===== src/rtl/framebuffer_stream_axi_writer_if.sv =====
// framebuffer_stream_axi_writer_if
//   Bundles every non-clock signal of the framebuffer commit writer:
//   transfer control (s_tstart/s_taddr/s_tbytes/s_tdone), the AXIS input
//   stream (s_axis_*), the AXI4 write master channels (m_axi_aw*/w*/b*) and
//   the sticky error flag.
//   modport master : the writer itself (drives AW/W/bready, tready, tdone, error)
//   modport slave  : the surrounding system (framebuffer + memory interconnect)
//
// Handshake semantics (all channels): a transfer happens on a rising clock
// edge where valid && ready are both 1. A source holds valid and its payload
// stable until that edge; ready may toggle freely and never waits on valid.
interface framebuffer_stream_axi_writer_if #(
  parameter int DATA_WIDTH = 32,
  parameter int ADDR_WIDTH = 32,
  parameter int ID_WIDTH   = 8
);
  localparam int STRB_WIDTH = DATA_WIDTH / 8;

  // transfer control
  logic                  s_tstart;
  logic [ADDR_WIDTH-1:0] s_taddr;
  logic [ADDR_WIDTH-1:0] s_tbytes;
  logic                  s_tdone;

  // AXIS input stream
  logic                  s_axis_tvalid;
  logic                  s_axis_tready;
  logic                  s_axis_tlast;
  logic [DATA_WIDTH-1:0] s_axis_tdata;
  logic [STRB_WIDTH-1:0] s_axis_tstrb;

  // AXI4 write address
  logic [ID_WIDTH-1:0]   m_axi_awid;
  logic [ADDR_WIDTH-1:0] m_axi_awaddr;
  logic [7:0]            m_axi_awlen;
  logic [2:0]            m_axi_awsize;
  logic [1:0]            m_axi_awburst;
  logic                  m_axi_awvalid;
  logic                  m_axi_awready;

  // AXI4 write data
  logic [DATA_WIDTH-1:0] m_axi_wdata;
  logic [STRB_WIDTH-1:0] m_axi_wstrb;
  logic                  m_axi_wlast;
  logic                  m_axi_wvalid;
  logic                  m_axi_wready;

  // AXI4 write response
  logic [ID_WIDTH-1:0]   m_axi_bid;
  logic [1:0]            m_axi_bresp;
  logic                  m_axi_bvalid;
  logic                  m_axi_bready;

  logic                  error;

  modport master (
    input  s_tstart, s_taddr, s_tbytes,
    input  s_axis_tvalid, s_axis_tlast, s_axis_tdata, s_axis_tstrb,
    input  m_axi_awready, m_axi_wready,
    input  m_axi_bid, m_axi_bresp, m_axi_bvalid,
    output s_tdone, s_axis_tready,
    output m_axi_awid, m_axi_awaddr, m_axi_awlen, m_axi_awsize, m_axi_awburst, m_axi_awvalid,
    output m_axi_wdata, m_axi_wstrb, m_axi_wlast, m_axi_wvalid,
    output m_axi_bready, error
  );

  modport slave (
    output s_tstart, s_taddr, s_tbytes,
    output s_axis_tvalid, s_axis_tlast, s_axis_tdata, s_axis_tstrb,
    output m_axi_awready, m_axi_wready,
    output m_axi_bid, m_axi_bresp, m_axi_bvalid,
    input  s_tdone, s_axis_tready,
    input  m_axi_awid, m_axi_awaddr, m_axi_awlen, m_axi_awsize, m_axi_awburst, m_axi_awvalid,
    input  m_axi_wdata, m_axi_wstrb, m_axi_wlast, m_axi_wvalid,
    input  m_axi_bready, error
  );
endinterface


===== src/rtl/framebuffer_stream_axi_writer.sv =====
// framebuffer_stream_axi_writer
//   Writes the framebuffer commit stream to memory as AXI4 INCR bursts.
//   A transfer is started by s_tstart (byte address + byte count); the AXIS
//   beats are passed straight through to the W channel, one burst in flight
//   at a time, bursts split at 2**BURST_LEN_LG beats and at 4 KiB
//   boundaries. s_tdone pulses once all bursts are acknowledged.
// Ports
//   clk, reset : clock, asynchronous active-high reset
//   bus        : framebuffer_stream_axi_writer_if.master (control, AXIS, AXI, error)
//   dbg_state  : current FSM state (IDLE=0 ADDR=1 DATA=2 RESP=3 DONE=4)
module framebuffer_stream_axi_writer #(
  parameter int DATA_WIDTH   = 32,
  parameter int ADDR_WIDTH   = 32,
  parameter int ID_WIDTH     = 8,
  parameter int BURST_LEN_LG = 4
) (
  input  logic                                  clk,
  input  logic                                  reset,
  framebuffer_stream_axi_writer_if.master       bus,
  output logic [2:0]                            dbg_state
);

  localparam int STRB_WIDTH = DATA_WIDTH / 8;
  localparam int BEAT_BYTES = STRB_WIDTH;
  localparam int SIZE_LG    = $clog2(BEAT_BYTES);
  localparam int MAX_BEATS  = 1 << BURST_LEN_LG;
  localparam logic [ADDR_WIDTH-1:0] ONE_A = ADDR_WIDTH'(1);

  typedef enum logic [2:0] {
    ST_IDLE = 3'd0,
    ST_ADDR = 3'd1,
    ST_DATA = 3'd2,
    ST_RESP = 3'd3,
    ST_DONE = 3'd4
  } state_t;

  state_t                state_q, state_d;
  logic [ADDR_WIDTH-1:0] addr_q, addr_d;
  logic [ADDR_WIDTH-1:0] beats_left_q, beats_left_d;
  logic [8:0]            burst_cnt_q, burst_cnt_d;
  logic [8:0]            len_q, len_d;
  logic                  awvalid_q, awvalid_d;
  logic                  error_q, error_d;
  logic                  tdone_q, tdone_d;

  logic [12:0]           bdry_bytes;
  logic [12:0]           bdry_beats;
  logic [8:0]            len_c;
  logic                  in_data;
  logic                  w_hs;
  logic                  final_beat;

  // Burst length: the smallest of the remaining beats, the burst cap and
  // the beats left before the next 4 KiB page. Only sampled in ADDR, where
  // addr_q/beats_left_q are stable, so awlen stays stable until awready.
  always_comb begin
    bdry_bytes = 13'h1000 - {1'b0, addr_q[11:0]};
    bdry_beats = bdry_bytes >> SIZE_LG;
    len_c      = 9'(MAX_BEATS);
    if (bdry_beats < 13'(len_c)) len_c = bdry_beats[8:0];
    if (beats_left_q < ADDR_WIDTH'(len_c)) len_c = beats_left_q[8:0];
  end

  assign in_data    = (state_q == ST_DATA);
  assign w_hs       = in_data && bus.s_axis_tvalid && bus.m_axi_wready;
  assign final_beat = (beats_left_q == ONE_A);

  always_comb begin
    state_d      = state_q;
    addr_d       = addr_q;
    beats_left_d = beats_left_q;
    burst_cnt_d  = burst_cnt_q;
    len_d        = len_q;
    awvalid_d    = awvalid_q;
    error_d      = error_q;
    tdone_d      = 1'b0;

    case (state_q)
      ST_IDLE: begin
        if (bus.s_tstart) begin
          addr_d       = bus.s_taddr;
          beats_left_d = bus.s_tbytes >> SIZE_LG;
          error_d      = 1'b0;
          if (bus.s_tbytes == '0) begin
            state_d = ST_DONE;
          end else begin
            state_d   = ST_ADDR;
            awvalid_d = 1'b1;
          end
        end
      end
      ST_ADDR: begin
        if (awvalid_q && bus.m_axi_awready) begin
          awvalid_d   = 1'b0;
          burst_cnt_d = len_c;
          len_d       = len_c;
          state_d     = ST_DATA;
        end
      end
      ST_DATA: begin
        if (w_hs) begin
          burst_cnt_d  = burst_cnt_q - 9'd1;
          beats_left_d = beats_left_q - ONE_A;
          // Framing comes from the byte count; tlast is only cross-checked.
          if (bus.s_axis_tlast != final_beat) error_d = 1'b1;
          if (burst_cnt_q == 9'd1) begin
            addr_d  = addr_q + (ADDR_WIDTH'(len_q) << SIZE_LG);
            state_d = ST_RESP;
          end
        end
      end
      ST_RESP: begin
        if (bus.m_axi_bvalid) begin
          if (bus.m_axi_bresp != 2'b00) error_d = 1'b1;
          if (beats_left_q != '0) begin
            state_d   = ST_ADDR;
            awvalid_d = 1'b1;
          end else begin
            state_d = ST_DONE;
          end
        end
      end
      ST_DONE: begin
        // tdone is registered, so the pulse appears as the FSM re-enters IDLE.
        tdone_d = 1'b1;
        state_d = ST_IDLE;
      end
      default: state_d = ST_IDLE;
    endcase
  end

  always_ff @(posedge clk or posedge reset) begin
    if (reset) begin
      state_q      <= ST_IDLE;
      addr_q       <= '0;
      beats_left_q <= '0;
      burst_cnt_q  <= '0;
      len_q        <= '0;
      awvalid_q    <= 1'b0;
      error_q      <= 1'b0;
      tdone_q      <= 1'b0;
    end else begin
      state_q      <= state_d;
      addr_q       <= addr_d;
      beats_left_q <= beats_left_d;
      burst_cnt_q  <= burst_cnt_d;
      len_q        <= len_d;
      awvalid_q    <= awvalid_d;
      error_q      <= error_d;
      tdone_q      <= tdone_d;
    end
  end

  assign bus.m_axi_awid    = '0;
  assign bus.m_axi_awaddr  = addr_q;
  assign bus.m_axi_awlen   = 8'(len_c - 9'd1);
  assign bus.m_axi_awsize  = 3'(SIZE_LG);
  assign bus.m_axi_awburst = 2'b01;
  assign bus.m_axi_awvalid = awvalid_q;

  // Unbuffered pass-through; both directions are gated off outside DATA.
  assign bus.m_axi_wdata   = bus.s_axis_tdata;
  assign bus.m_axi_wstrb   = bus.s_axis_tstrb;
  assign bus.m_axi_wlast   = in_data && (burst_cnt_q == 9'd1);
  assign bus.m_axi_wvalid  = in_data && bus.s_axis_tvalid;
  assign bus.s_axis_tready = in_data && bus.m_axi_wready;

  assign bus.m_axi_bready  = (state_q == ST_RESP);
  assign bus.s_tdone       = tdone_q;
  assign bus.error         = error_q;
  assign dbg_state         = state_q;

  // Response ID carries no information with a single outstanding burst.
  logic unused_bid;
  assign unused_bid = ^bus.m_axi_bid;

endmodule


===== src/flat_wrapper.sv =====
// flat-port wrapper written by rule: the top's interface ports become plain ports
module framebuffer_stream_axi_writer_flat 
#(
  parameter int DATA_WIDTH   = 32,
  parameter int ADDR_WIDTH   = 32,
  parameter int ID_WIDTH     = 8,
  parameter int BURST_LEN_LG = 4
)
  (clk, reset, dbg_state, bus_s_tstart, bus_s_taddr, bus_s_tbytes, bus_s_axis_tvalid, bus_s_axis_tlast, bus_s_axis_tdata, bus_s_axis_tstrb, bus_m_axi_awready, bus_m_axi_wready, bus_m_axi_bid, bus_m_axi_bresp, bus_m_axi_bvalid, bus_s_tdone, bus_s_axis_tready, bus_m_axi_awid, bus_m_axi_awaddr, bus_m_axi_awlen, bus_m_axi_awsize, bus_m_axi_awburst, bus_m_axi_awvalid, bus_m_axi_wdata, bus_m_axi_wstrb, bus_m_axi_wlast, bus_m_axi_wvalid, bus_m_axi_bready, bus_error);
  framebuffer_stream_axi_writer_if #(.DATA_WIDTH(DATA_WIDTH), .ADDR_WIDTH(ADDR_WIDTH), .ID_WIDTH(ID_WIDTH)) bus_i ();
  input  logic clk;
  input  logic reset;
  output logic [2:0] dbg_state;
  input wire logic [$bits(bus_i.s_tstart)-1:0] bus_s_tstart;
  input wire logic [$bits(bus_i.s_taddr)-1:0] bus_s_taddr;
  input wire logic [$bits(bus_i.s_tbytes)-1:0] bus_s_tbytes;
  input wire logic [$bits(bus_i.s_axis_tvalid)-1:0] bus_s_axis_tvalid;
  input wire logic [$bits(bus_i.s_axis_tlast)-1:0] bus_s_axis_tlast;
  input wire logic [$bits(bus_i.s_axis_tdata)-1:0] bus_s_axis_tdata;
  input wire logic [$bits(bus_i.s_axis_tstrb)-1:0] bus_s_axis_tstrb;
  input wire logic [$bits(bus_i.m_axi_awready)-1:0] bus_m_axi_awready;
  input wire logic [$bits(bus_i.m_axi_wready)-1:0] bus_m_axi_wready;
  input wire logic [$bits(bus_i.m_axi_bid)-1:0] bus_m_axi_bid;
  input wire logic [$bits(bus_i.m_axi_bresp)-1:0] bus_m_axi_bresp;
  input wire logic [$bits(bus_i.m_axi_bvalid)-1:0] bus_m_axi_bvalid;
  output wire logic [$bits(bus_i.s_tdone)-1:0] bus_s_tdone;
  output wire logic [$bits(bus_i.s_axis_tready)-1:0] bus_s_axis_tready;
  output wire logic [$bits(bus_i.m_axi_awid)-1:0] bus_m_axi_awid;
  output wire logic [$bits(bus_i.m_axi_awaddr)-1:0] bus_m_axi_awaddr;
  output wire logic [$bits(bus_i.m_axi_awlen)-1:0] bus_m_axi_awlen;
  output wire logic [$bits(bus_i.m_axi_awsize)-1:0] bus_m_axi_awsize;
  output wire logic [$bits(bus_i.m_axi_awburst)-1:0] bus_m_axi_awburst;
  output wire logic [$bits(bus_i.m_axi_awvalid)-1:0] bus_m_axi_awvalid;
  output wire logic [$bits(bus_i.m_axi_wdata)-1:0] bus_m_axi_wdata;
  output wire logic [$bits(bus_i.m_axi_wstrb)-1:0] bus_m_axi_wstrb;
  output wire logic [$bits(bus_i.m_axi_wlast)-1:0] bus_m_axi_wlast;
  output wire logic [$bits(bus_i.m_axi_wvalid)-1:0] bus_m_axi_wvalid;
  output wire logic [$bits(bus_i.m_axi_bready)-1:0] bus_m_axi_bready;
  output wire logic [$bits(bus_i.error)-1:0] bus_error;
  assign bus_i.s_tstart = bus_s_tstart;
  assign bus_i.s_taddr = bus_s_taddr;
  assign bus_i.s_tbytes = bus_s_tbytes;
  assign bus_i.s_axis_tvalid = bus_s_axis_tvalid;
  assign bus_i.s_axis_tlast = bus_s_axis_tlast;
  assign bus_i.s_axis_tdata = bus_s_axis_tdata;
  assign bus_i.s_axis_tstrb = bus_s_axis_tstrb;
  assign bus_i.m_axi_awready = bus_m_axi_awready;
  assign bus_i.m_axi_wready = bus_m_axi_wready;
  assign bus_i.m_axi_bid = bus_m_axi_bid;
  assign bus_i.m_axi_bresp = bus_m_axi_bresp;
  assign bus_i.m_axi_bvalid = bus_m_axi_bvalid;
  assign bus_s_tdone = bus_i.s_tdone;
  assign bus_s_axis_tready = bus_i.s_axis_tready;
  assign bus_m_axi_awid = bus_i.m_axi_awid;
  assign bus_m_axi_awaddr = bus_i.m_axi_awaddr;
  assign bus_m_axi_awlen = bus_i.m_axi_awlen;
  assign bus_m_axi_awsize = bus_i.m_axi_awsize;
  assign bus_m_axi_awburst = bus_i.m_axi_awburst;
  assign bus_m_axi_awvalid = bus_i.m_axi_awvalid;
  assign bus_m_axi_wdata = bus_i.m_axi_wdata;
  assign bus_m_axi_wstrb = bus_i.m_axi_wstrb;
  assign bus_m_axi_wlast = bus_i.m_axi_wlast;
  assign bus_m_axi_wvalid = bus_i.m_axi_wvalid;
  assign bus_m_axi_bready = bus_i.m_axi_bready;
  assign bus_error = bus_i.error;
  framebuffer_stream_axi_writer #(.DATA_WIDTH(DATA_WIDTH), .ADDR_WIDTH(ADDR_WIDTH), .ID_WIDTH(ID_WIDTH), .BURST_LEN_LG(BURST_LEN_LG)) u_core (.clk(clk), .reset(reset), .bus(bus_i), .dbg_state(dbg_state));
endmodule

===== config.mk =====
export PLATFORM = sky130hd
export DESIGN_NAME = framebuffer_stream_axi_writer_flat
export DESIGN_NICKNAME = d
export VERILOG_FILES = /design/src/rtl/framebuffer_stream_axi_writer_if.sv /design/src/rtl/framebuffer_stream_axi_writer.sv /design/src/flat_wrapper.sv
export SDC_FILE = /design/constraint.sdc
export NUM_CORES = 1
export LEC_CHECK = 0
export ABC_AREA = 1
export CAP_MARGIN = 25
export CORE_MARGIN = 5
export CORE_UTILIZATION = 25
export CTS_CLUSTER_DIAMETER = 150
export DETAILED_ROUTE_END_ITERATION = 8
export RECOVER_POWER = 100
export SYNTH_ARGS = -nofsm -noshare
export SYNTH_HDL_FRONTEND = slang
export SYNTH_SLANG_ARGS = --single-unit

===== constraint.sdc =====
create_clock -name clk -period 7.7 [get_ports clk]
set_input_delay 1.54 -clock clk [delete_from_list [all_inputs] [get_ports clk]]
set_output_delay 1.54 -clock clk [all_outputs]
set_load 0.03 [all_outputs]

Word-level counts from Yosys, hierarchy flattened

Index checks and enable logic that the tools add are counted.

Register bits: 88
Bits of input ports: 118
Output and inout bits: 99

$add $sub $neg: 5
$lt $le $gt $ge: 2
Equal/unequal tests: 16
Muxes and demuxes: 33
Reduce and logical (&&, ||, !) cells: 20

Operators with widths:

| operator                                                                 | number |
|---|---|
| 32-bit two-way mux                                                       | 5 |
| 32-bit case mux with 2 select lines                                      | 2 |
| 9-bit two-way mux                                                        | 4 |
| 32-bit by 11-bit adder with 32-bit output                                | 1 |
| 32-bit by 1-bit == test with 1-bit output (second input constant)        | 1 |
| 32-bit zero test                                                         | 1 |
| 32-bit by 9-bit < comparator with 1-bit output                           | 1 |
| 32-bit nonzero test                                                      | 1 |
| 32-bit by 1-bit subtractor with 32-bit output (second input constant)    | 1 |
| 3-bit two-way mux                                                        | 7 |
| 9-bit case mux with 2 select lines                                       | 1 |
| 13-bit by 12-bit subtractor with 13-bit output (first input constant)    | 1 |
| 2-bit inequality test (second input constant)                            | 6 |
| 3-bit case mux with 4 select lines                                       | 1 |
| 6-bit AND reduction                                                      | 2 |
| 11-bit by 5-bit < comparator with 1-bit output (second input constant)   | 1 |
| 1-bit two-way mux                                                        | 11 |
| 9-bit by 1-bit == test with 1-bit output (second input constant)         | 1 |
| 9-bit by 1-bit subtractor with 9-bit output (second input constant)      | 1 |
| 8-bit by 1-bit subtractor with 8-bit output (second input constant)      | 1 |
| 3-bit by 2-bit == test with 1-bit output (second input constant)         | 2 |
| 2-bit by 1-bit inequality test with 1-bit output (second input constant) | 3 |
| 1-bit case mux with 3 select lines                                       | 2 |
| 3-bit AND reduction                                                      | 2 |
| other kinds (10)                                                         | 17 |

Longest topological paths before layout

Gate-level depths: netlist of the first run.

Depth after elaboration: 7
Gate-level depth with buffers: 28

Worst setup path before layout of the first run

OpenSTA, ideal clock, no wires.

Path type: flip-flop to output port
From: reg u_core.addr_q[4], in the netlist u_core.bus.m_axi_awaddr[4]
To: out bus_m_axi_awlen[4]
Arrival time: 3.436 ns
Required time: 6.160 ns
Setup slack: 2.724 ns
Cell stages (with the launch flop): 24
Buffers on the path: 0
Cells stage by stage: dfrtp_1 nor2_1 nand2_1 nor2_4 nand3_1 nand2_1 nand2_1 a21oi_1 o21ai_0 ha_1 nand2_1 nand2_1 nand2_1 nand2_1 nand2_1 nand2_2 nand2_4 nand2_4 o21ai_2 ha_1 inv_1 nor2_2 nand2_1 xor2_1

Word-level cells in the longest chain between the ends: 6

RTL lines:

| what                                             | RTL line                             | text |
|---|---|---|
| start, declared                                  | framebuffer_stream_axi_writer.sv:38  | `logic [ADDR_WIDTH-1:0] addr_q, addr_d;` |
| start signal, assigned                           | framebuffer_stream_axi_writer.sv:144 | `addr_q <= addr_d;` |
| 13-bit by 12-bit subtractor with 13-bit output * | framebuffer_stream_axi_writer.sv:57  | `bdry_bytes = 13'h1000 - {1'b0, addr_q[11:0]};` |
| 11-bit by 5-bit < comparator with 1-bit output   | framebuffer_stream_axi_writer.sv:60  | `if (bdry_beats < 13'(len_c)) len_c = bdry_beats[8:0];` |
| 9-bit two-way mux *                              | framebuffer_stream_axi_writer.sv:60  |  |
| 32-bit by 9-bit < comparator with 1-bit output   | framebuffer_stream_axi_writer.sv:61  | `if (beats_left_q < ADDR_WIDTH'(len_c)) len_c = beats_left_q[8:0];` |
| 9-bit two-way mux *                              | framebuffer_stream_axi_writer.sv:61  |  |
| 8-bit by 1-bit subtractor with 8-bit output *    | framebuffer_stream_axi_writer.sv:156 | `assign bus.m_axi_awlen = 8'(len_c - 9'd1);` |
| end, declared                                    | flat_wrapper.sv:30                   | `output wire logic [$bits(bus_i.m_axi_awlen)-1:0] bus_m_axi_awlen;` |

Mark *: on every way between the ends. The rest lies on a longest branch, timed or not.

Final worst setup path of the first run

From: reg u_core.addr_q[0], in the netlist u_core.bus.m_axi_awaddr[0]
To: out bus_m_axi_awlen[6]

The elaborated chain is that of the path after synthesis.

==> results.ini, run 1 <==
[run_status]
status = finished, violations left
violations = capacitance limit, slew limit

[global_route]
grt_use_total = 0.131
grt_pass1_vias = 6353
use_met2 = 0.217
antenna_found_initial = 0
top_usage_layer = met2
use_met3 = 0.0276
grt_max_degree = 89
grt_util_met1 = 0.175
gr-total-overflow = 0
grt_pass1_wl_um = 33100

[clocking]
cts_buffer_depth = 2
tritoncts = done
cts_buffers = 9
root_buffer = clkbuf_16
htree_num_levels = 3
clkLatencyLatePin_ns = 0.35
ctsResizeCount = 0
cts.hold.buffers_added = 0
clkTransAtPathRegs_ns = 0.07
post_cts_buffers = 0
cts.sinks = 88

[sta]
fmax_mhz = 159
drv_slew = 155
fin_crit_sh = 0.814
relSlewSlack = -1.46
rsz0062_at_grt = false
final.setup.tns_ns = 0
holdWs_ns = 0.498
layout_setup_ws_ns = 1.43
worstMarginPinSlew_ns = 3.69
hold_violations = 0
finalCriticalPeriod_ns = 6.27
finClkSkew_ns = 0.00852
setup_viol = 0

[route]
remaining_drc_errors = 0
firstDrtPassIters = 5
wl_um = 20800
drt_iter0_markers = 573
vias_per_cell = 4.58
drtAntennaViolNets = 0
wl_per_cell_um = 14.3
via_count = 6643

[logic_synthesis]
synthFlopType = dfrtp_1
yosysUniqueCellTypes = 54
ys_top_cells_by_area = dfrtp_1, nand2_1, o21ai_0
ys_seq_elements = 88
yosysTopAreaCellShare = 0.319
syn_area_um2 = 6900
synth-async-reset-ratio = 1.00
synth_edf_count = 0
yosysWarningCount = 0
yosysTopAreaCell = dfrtp_1
ys_seq_area_frac = 0.319
syn_avg_cell_area_um2 = 6.92
syn_inst = 997

[layout]
drive_gt1_frac = 0.0510
area_growth_pct = 22.6
final_area_um2 = 8460
final_cell_mix = nand2_1, inv_1, nor2_1
antenna_cells = 0
nets = 1215
final_common_cell = nand2_1

[critical_path]
path_class = flip-flop to primary output
timing.rr.start = u_core.dbg_state[2]
cp_max_fo = 12
end_kind = primary output
rr_endpoint = u_core.bus.m_axi_awaddr[28]
r2r_slack_ns = 1.69
startpoint_type = flip-flop
required_ns = 6.16
r2r_cells = 12
crit_arrival_ns = 4.73

[placement]
dpl_worst_slack_ns = 2.16
dpl.hpwl_um = 15600
io_buffers = 123
place.gp.congestion = 0.821
place_area_um2 = 8200

[worst_hold_path]
hold_depth = 2
worstHoldEndpoint = u_core.len_q[0]
hp-start = u_core.len_q[0]
hp-class = flip-flop to flip-flop

[pwr]
total_leakage_power_nw = 3.87
power_mw = 1.06
power.density_nw_per_um2 = 125
vdd_drop_max_mv = 0.0846

[die]
ios = 217
initial_core_util = 0.255
die-height_um = 176
die_x_um = 176
coreArea_um2 = 27100
rows = 60
dieArea_um2 = 31000

[run]
max-cap-violations = 3

==> metal layers <==
layer  up-vias  wire (µm)
li1       3361          -
met1      3077       9510
met2       192       9720
met3        13       1270
met4         0        262
met5         -          0
==> report_power, final <==
part | internal, mW | total (mW) | switching [mW]
Combinational | 0.0505 | 0.109 | 0.0587
Sequential | 0.472 | 0.483 | 0.0109
Clock | 0.263 | 0.464 | 0.201
Total | 0.785 | 1.06 | 0.271
==> cell type report <==
class,count,area (µm²)
fillers,2937,18600
multi-input cells,714,3730
flip-flops and latches,88,2200
repair buffers,129,1260
inverters,132,497
well taps,372,465
clock buffers,10,239
clock inverters,6,67.6
==> critical path, cell delays in order (launching register included) <==
cell and delay, ns:
dfrtp_1 0.42, nor2_4 0.25, nand2_4 0.10, nor2_4 0.12, nand3_1 0.06, nand2_1 0.11
nand2_1 0.12, inv_1 0.16, nand3_1 0.17, ha_1 0.33, a21oi_1 0.13, nand2_1 0.08
nand2_1 0.06, nand2_1 0.04, nand2_1 0.18, nand2_1 0.31, o21ai_2 0.32, ha_1 0.18
inv_1 0.06, nor2_2 0.16, nand3_1 0.09, nand2_1 0.07, nand2_1 0.05, inv_1 0.05
dlygate4sd3_1 0.73
==> metrics by stage <==
step,std cells,util
finish,1451,0.312
detailed placement,1435,0.303
global placement,1435,0.303
global route,1451,0.312
floorplan,1012,-
CTS,1451,0.314
==> state kept, by name, summed over array words and instances, names as in the netlist <==
name,cells
u_core.beats_left_q,32
u_core.burst_cnt_q,9
u_core.bus.error,1
u_core.bus.m_axi_awaddr,32
u_core.bus.m_axi_awvalid,1
u_core.bus.s_tdone,1
u_core.dbg_state,3
u_core.len_q,9
==> Yosys cell counts (11+ instances only) <==
library cell,number
nand4_1,13
o22ai_1,11
xor2_1,22
nor3_1,22
a21oi_1,36
nand2_1,192
o21ai_0,99
nor2_1,125
nor4_1,12
ha_1,22
nand3_1,41
clkbuf_1,21
buf_4,49
o211ai_1,18
inv_1,124
dfrtp_1,88
==> logic make-up after synthesis <==
logic type	synth area share
simple gates	0.290
other cells	0.00109
xor+xnor	0.0355
compound gates	0.168
buf+inv	0.144
flops	0.319
fa+ha+maj	0.0428
==> worst max path at each step <==
stage	startpoint	to	slack (ns)	cells after the start
after floorplan	u_core.bus.m_axi_awaddr[4]	bus_m_axi_awlen[4]	2.72	23
after global placement	u_core.bus.m_axi_awaddr[0]	bus_m_axi_awlen[6]	2.20	26
after detailed placement	u_core.bus.m_axi_awaddr[0]	bus_m_axi_awlen[6]	2.16	24
after CTS	u_core.bus.m_axi_awaddr[4]	bus_m_axi_awlen[6]	1.76	24
after global routing	reset	u_core.beats_left_q[30]	0.80	3
final	u_core.bus.m_axi_awaddr[0]	bus_m_axi_awlen[6]	1.43	24
No activity file was read; power rests on OpenSTA's default activity.
==> run 2: changes to the inputs <==
==> constraint.sdc (replaced) <==
create_clock -name clk -period 5.95 [get_ports clk]
set_input_delay 1.19 -clock clk [delete_from_list [all_inputs] [get_ports clk]]
set_output_delay 1.19 -clock clk [all_outputs]
set_load 0.03 [all_outputs]
==> results.ini, run 2 (same netlist as run 1, synthesis figures left out) <==
[run_status]
status = finished, violations left  ; unchanged
violations = capacitance limit, slew limit  ; unchanged

[route]
wl_um = 20600  ; was 20800 µm
drtAntennaViolNets = 0  ; unchanged
wl_per_cell_um = 14.2  ; was 14.3 µm
drt_iter0_markers = 417  ; was 573
vias_per_cell = 4.55  ; was 4.58
via_count = 6596  ; was 6643
remaining_drc_errors = 0  ; unchanged
firstDrtPassIters = 5  ; unchanged

[sta]
worstMarginPinSlew_ns = 1.80  ; was 3.69 ns
finalCriticalPeriod_ns = 5.39
relSlewSlack = -0.201  ; was -1.46
final.setup.tns_ns = 0  ; unchanged
rsz0062_at_grt = false  ; unchanged
fmax_mhz = 186
drv_slew = 149  ; was 155
fin_crit_sh = 0.906
finClkSkew_ns = 0.0102  ; was 0.00852 ns
hold_violations = 0  ; unchanged
layout_setup_ws_ns = 0.562  ; was 1.43 ns
holdWs_ns = 0.482  ; was 0.498 ns
setup_viol = 0  ; unchanged

[critical_path]
timing.rr.start = u_core.dbg_state[2]  ; unchanged
path_cells = nor2_4, nand2_4, nor2_4, nand3_1, nand2_1, nand2_1, inv_1, nand3_1, ha_1, a21oi_1, nand2_1, nand2_1, nand2_1, nand2_4, nand2_4, o21ai_2, ha_1, inv_1, xor2_1, dlygate4sd3_1  ; was nor2_4, nand2_4, nor2_4, nand3_1, nand2_1, nand2_1, inv_1, nand3_1, ha_1, a21oi_1, nand2_1, nand2_1, nand2_1, nand2_1, nand2_1, o21ai_2, ha_1, inv_1, nor2_2, nand3_1, nand2_1, nand2_1, inv_1, dlygate4sd3_1
cp_slowest_cell = dlygate4sd3_1  ; unchanged
crit_end = bus_m_axi_awlen[2]  ; was bus_m_axi_awlen[6]
rr_endpoint = u_core.bus.m_axi_awaddr[29]  ; was u_core.bus.m_axi_awaddr[28]
r2r_slack_ns = 1.14  ; was 1.69 ns
cp_max_fo = 12  ; unchanged
required_ns = 4.76  ; was 6.16 ns
path_class = flip-flop to primary output  ; unchanged
startpoint_type = flip-flop  ; unchanged
crit_arrival_ns = 4.20  ; was 4.73 ns
end_kind = primary output  ; unchanged
critPathLaunch = u_core.bus.m_axi_awaddr[0]  ; unchanged
cp_common_cell = nand2_1  ; unchanged
r2r_cells = 12  ; unchanged
cp_slowest_stage_delay_ns = 0.76  ; was 0.73 ns

[clocking]
cts.sinks = 88  ; unchanged
cts_buffers = 9  ; unchanged
cts_buffer_depth = 2  ; unchanged
root_buffer = clkbuf_16  ; unchanged
post_cts_buffers = 0  ; unchanged
htree_num_levels = 3  ; unchanged
clkTransAtPathRegs_ns = 0.07  ; about the same
tritoncts = done  ; unchanged
clkLatencyLatePin_ns = 0.35  ; about the same

[run]
max-cap-violations = 2  ; was 3

[global_route]
use_met2 = 0.215  ; was 0.217
top_usage_layer = met2  ; unchanged
grt_pass1_vias = 6202  ; was 6353
grt_util_met1 = 0.183  ; was 0.175
gr-total-overflow = 0  ; unchanged
grt_max_degree = 88  ; was 89
grt_use_total = 0.133  ; was 0.131
use_met3 = 0.0261  ; was 0.0276
antenna_found_initial = 0  ; unchanged
grt_pass1_wl_um = 33300  ; was 33100 µm

[die]
ios = 217  ; unchanged
dieArea_um2 = 31000  ; unchanged
rows = 60  ; unchanged
die-height_um = 176  ; unchanged
die_x_um = 176  ; unchanged
initial_core_util = 0.255  ; unchanged
coreArea_um2 = 27100  ; unchanged

[placement]
place_inst = 1435  ; unchanged
dpl_worst_slack_ns = 0.776  ; was 2.16 ns
place.gp.congestion = 0.809  ; was 0.821
dpl.hpwl_um = 15500  ; was 15600 µm
io_buffers = 123  ; unchanged

[layout]
final_cell_mix = nand2_1, inv_1, nor2_1  ; unchanged
antenna_cells = 0  ; unchanged
nets = 1215  ; unchanged
seq_area_um2 = 2200  ; unchanged
stdcell_count = 1451  ; unchanged
area_growth_pct = 22.9  ; was 22.6%
multi_input_area_um2 = 3740  ; was 3730 µm²
final_common_cell = nand2_1  ; unchanged
drive_gt1_frac = 0.0556  ; was 0.0510
n_fill_cell = 2959  ; was 2937

[worst_hold_path]
hp-class = flip-flop to flip-flop  ; unchanged

[pwr]
total_leakage_power_nw = 3.88  ; was 3.87 nW
power.density_nw_per_um2 = 167  ; was 125 nW/µm²
vdd_drop_max_mv = 0.117  ; was 0.0846 mV

-- run 2: cell count changes in the layout (fill, tap and decap cells not counted), moves of 2 or more --
cell	previous run	this run
clkinv_2	2	0
nand2_1	198	194
nand2_2	3	5
nand2_4	3	5
nor2_1	125	127
clkbuf_2	0	2
clkinvlp_4	1	3
-- run 2: routing by layer --
| metal | vias up | wire length (µm) |
|---|---|---|
| met5 | - | 0 |
| met4 | 0 | 253 |
| met3 | 18 | 1090 |
| met2 | 166 | 9370 |
| met1 | 3049 | 9870 |
| li1 | 3363 | - |
-- run 2: final cells by class --
type                            instances  area share
Multi-Input combinational cell        714       0.441
Sequential cell                        88       0.260
Timing Repair Buffer                  129       0.147
Inverter                              132      0.0586
Tap cell                              372      0.0549
Clock buffer                           10      0.0282
Clock inverter                          6      0.0108
-- run 2: how the worst min path moves through the flow --
stage	from	to	slack [ns]	depth (start not counted)
6_report	u_core.dbg_state[0]	u_core.bus.s_tdone	0.48	1
5_1_grt	u_core.dbg_state[0]	u_core.bus.s_tdone	0.51	1
4_1_cts	u_core.dbg_state[0]	u_core.bus.s_tdone	0.49	1
3_5_place_dp	u_core.len_q[2]	u_core.len_q[2]	0.48	2
3_3_place_gp	u_core.len_q[3]	u_core.len_q[3]	0.47	2
2_1_floorplan	u_core.len_q[0]	u_core.len_q[0]	0.46	2
-- run 2: per-stage QoR --
stage	utilization	power (mW)	area [µm²]
after detailed placement	0.303	0.779	8200
after global routing	0.313	1.47	8480
after global placement	0.303	0.779	8200
after CTS	0.315	1.44	8530
final	0.313	1.42	8480
after floorplan	-	0.755	6960
-- run 2: timing repair --
action                     CTS  global route
setup endpoints to repair    0             2
hold buffers                 0             0
gates resized for setup      0             2
-- run 2: worst max-delay path, delay by kind of cell, from the launching register on --
kind	cells	cell delay, ns
AO/OA/AOI/OAI	2	0.37
XOR/XNOR	1	0.17
adder cells (fa/ha/maj)	2	0.51
flip-flops	1	0.42
buffers and inverters	3	0.97
AND/OR/NAND/NOR	12	1.41
-- run 2: report_power, final --
part           switching, mW  total, mW  internal [mW]
clock                  0.270      0.651          0.382
combinational         0.0767      0.142         0.0655
sequential            0.0137      0.624          0.611
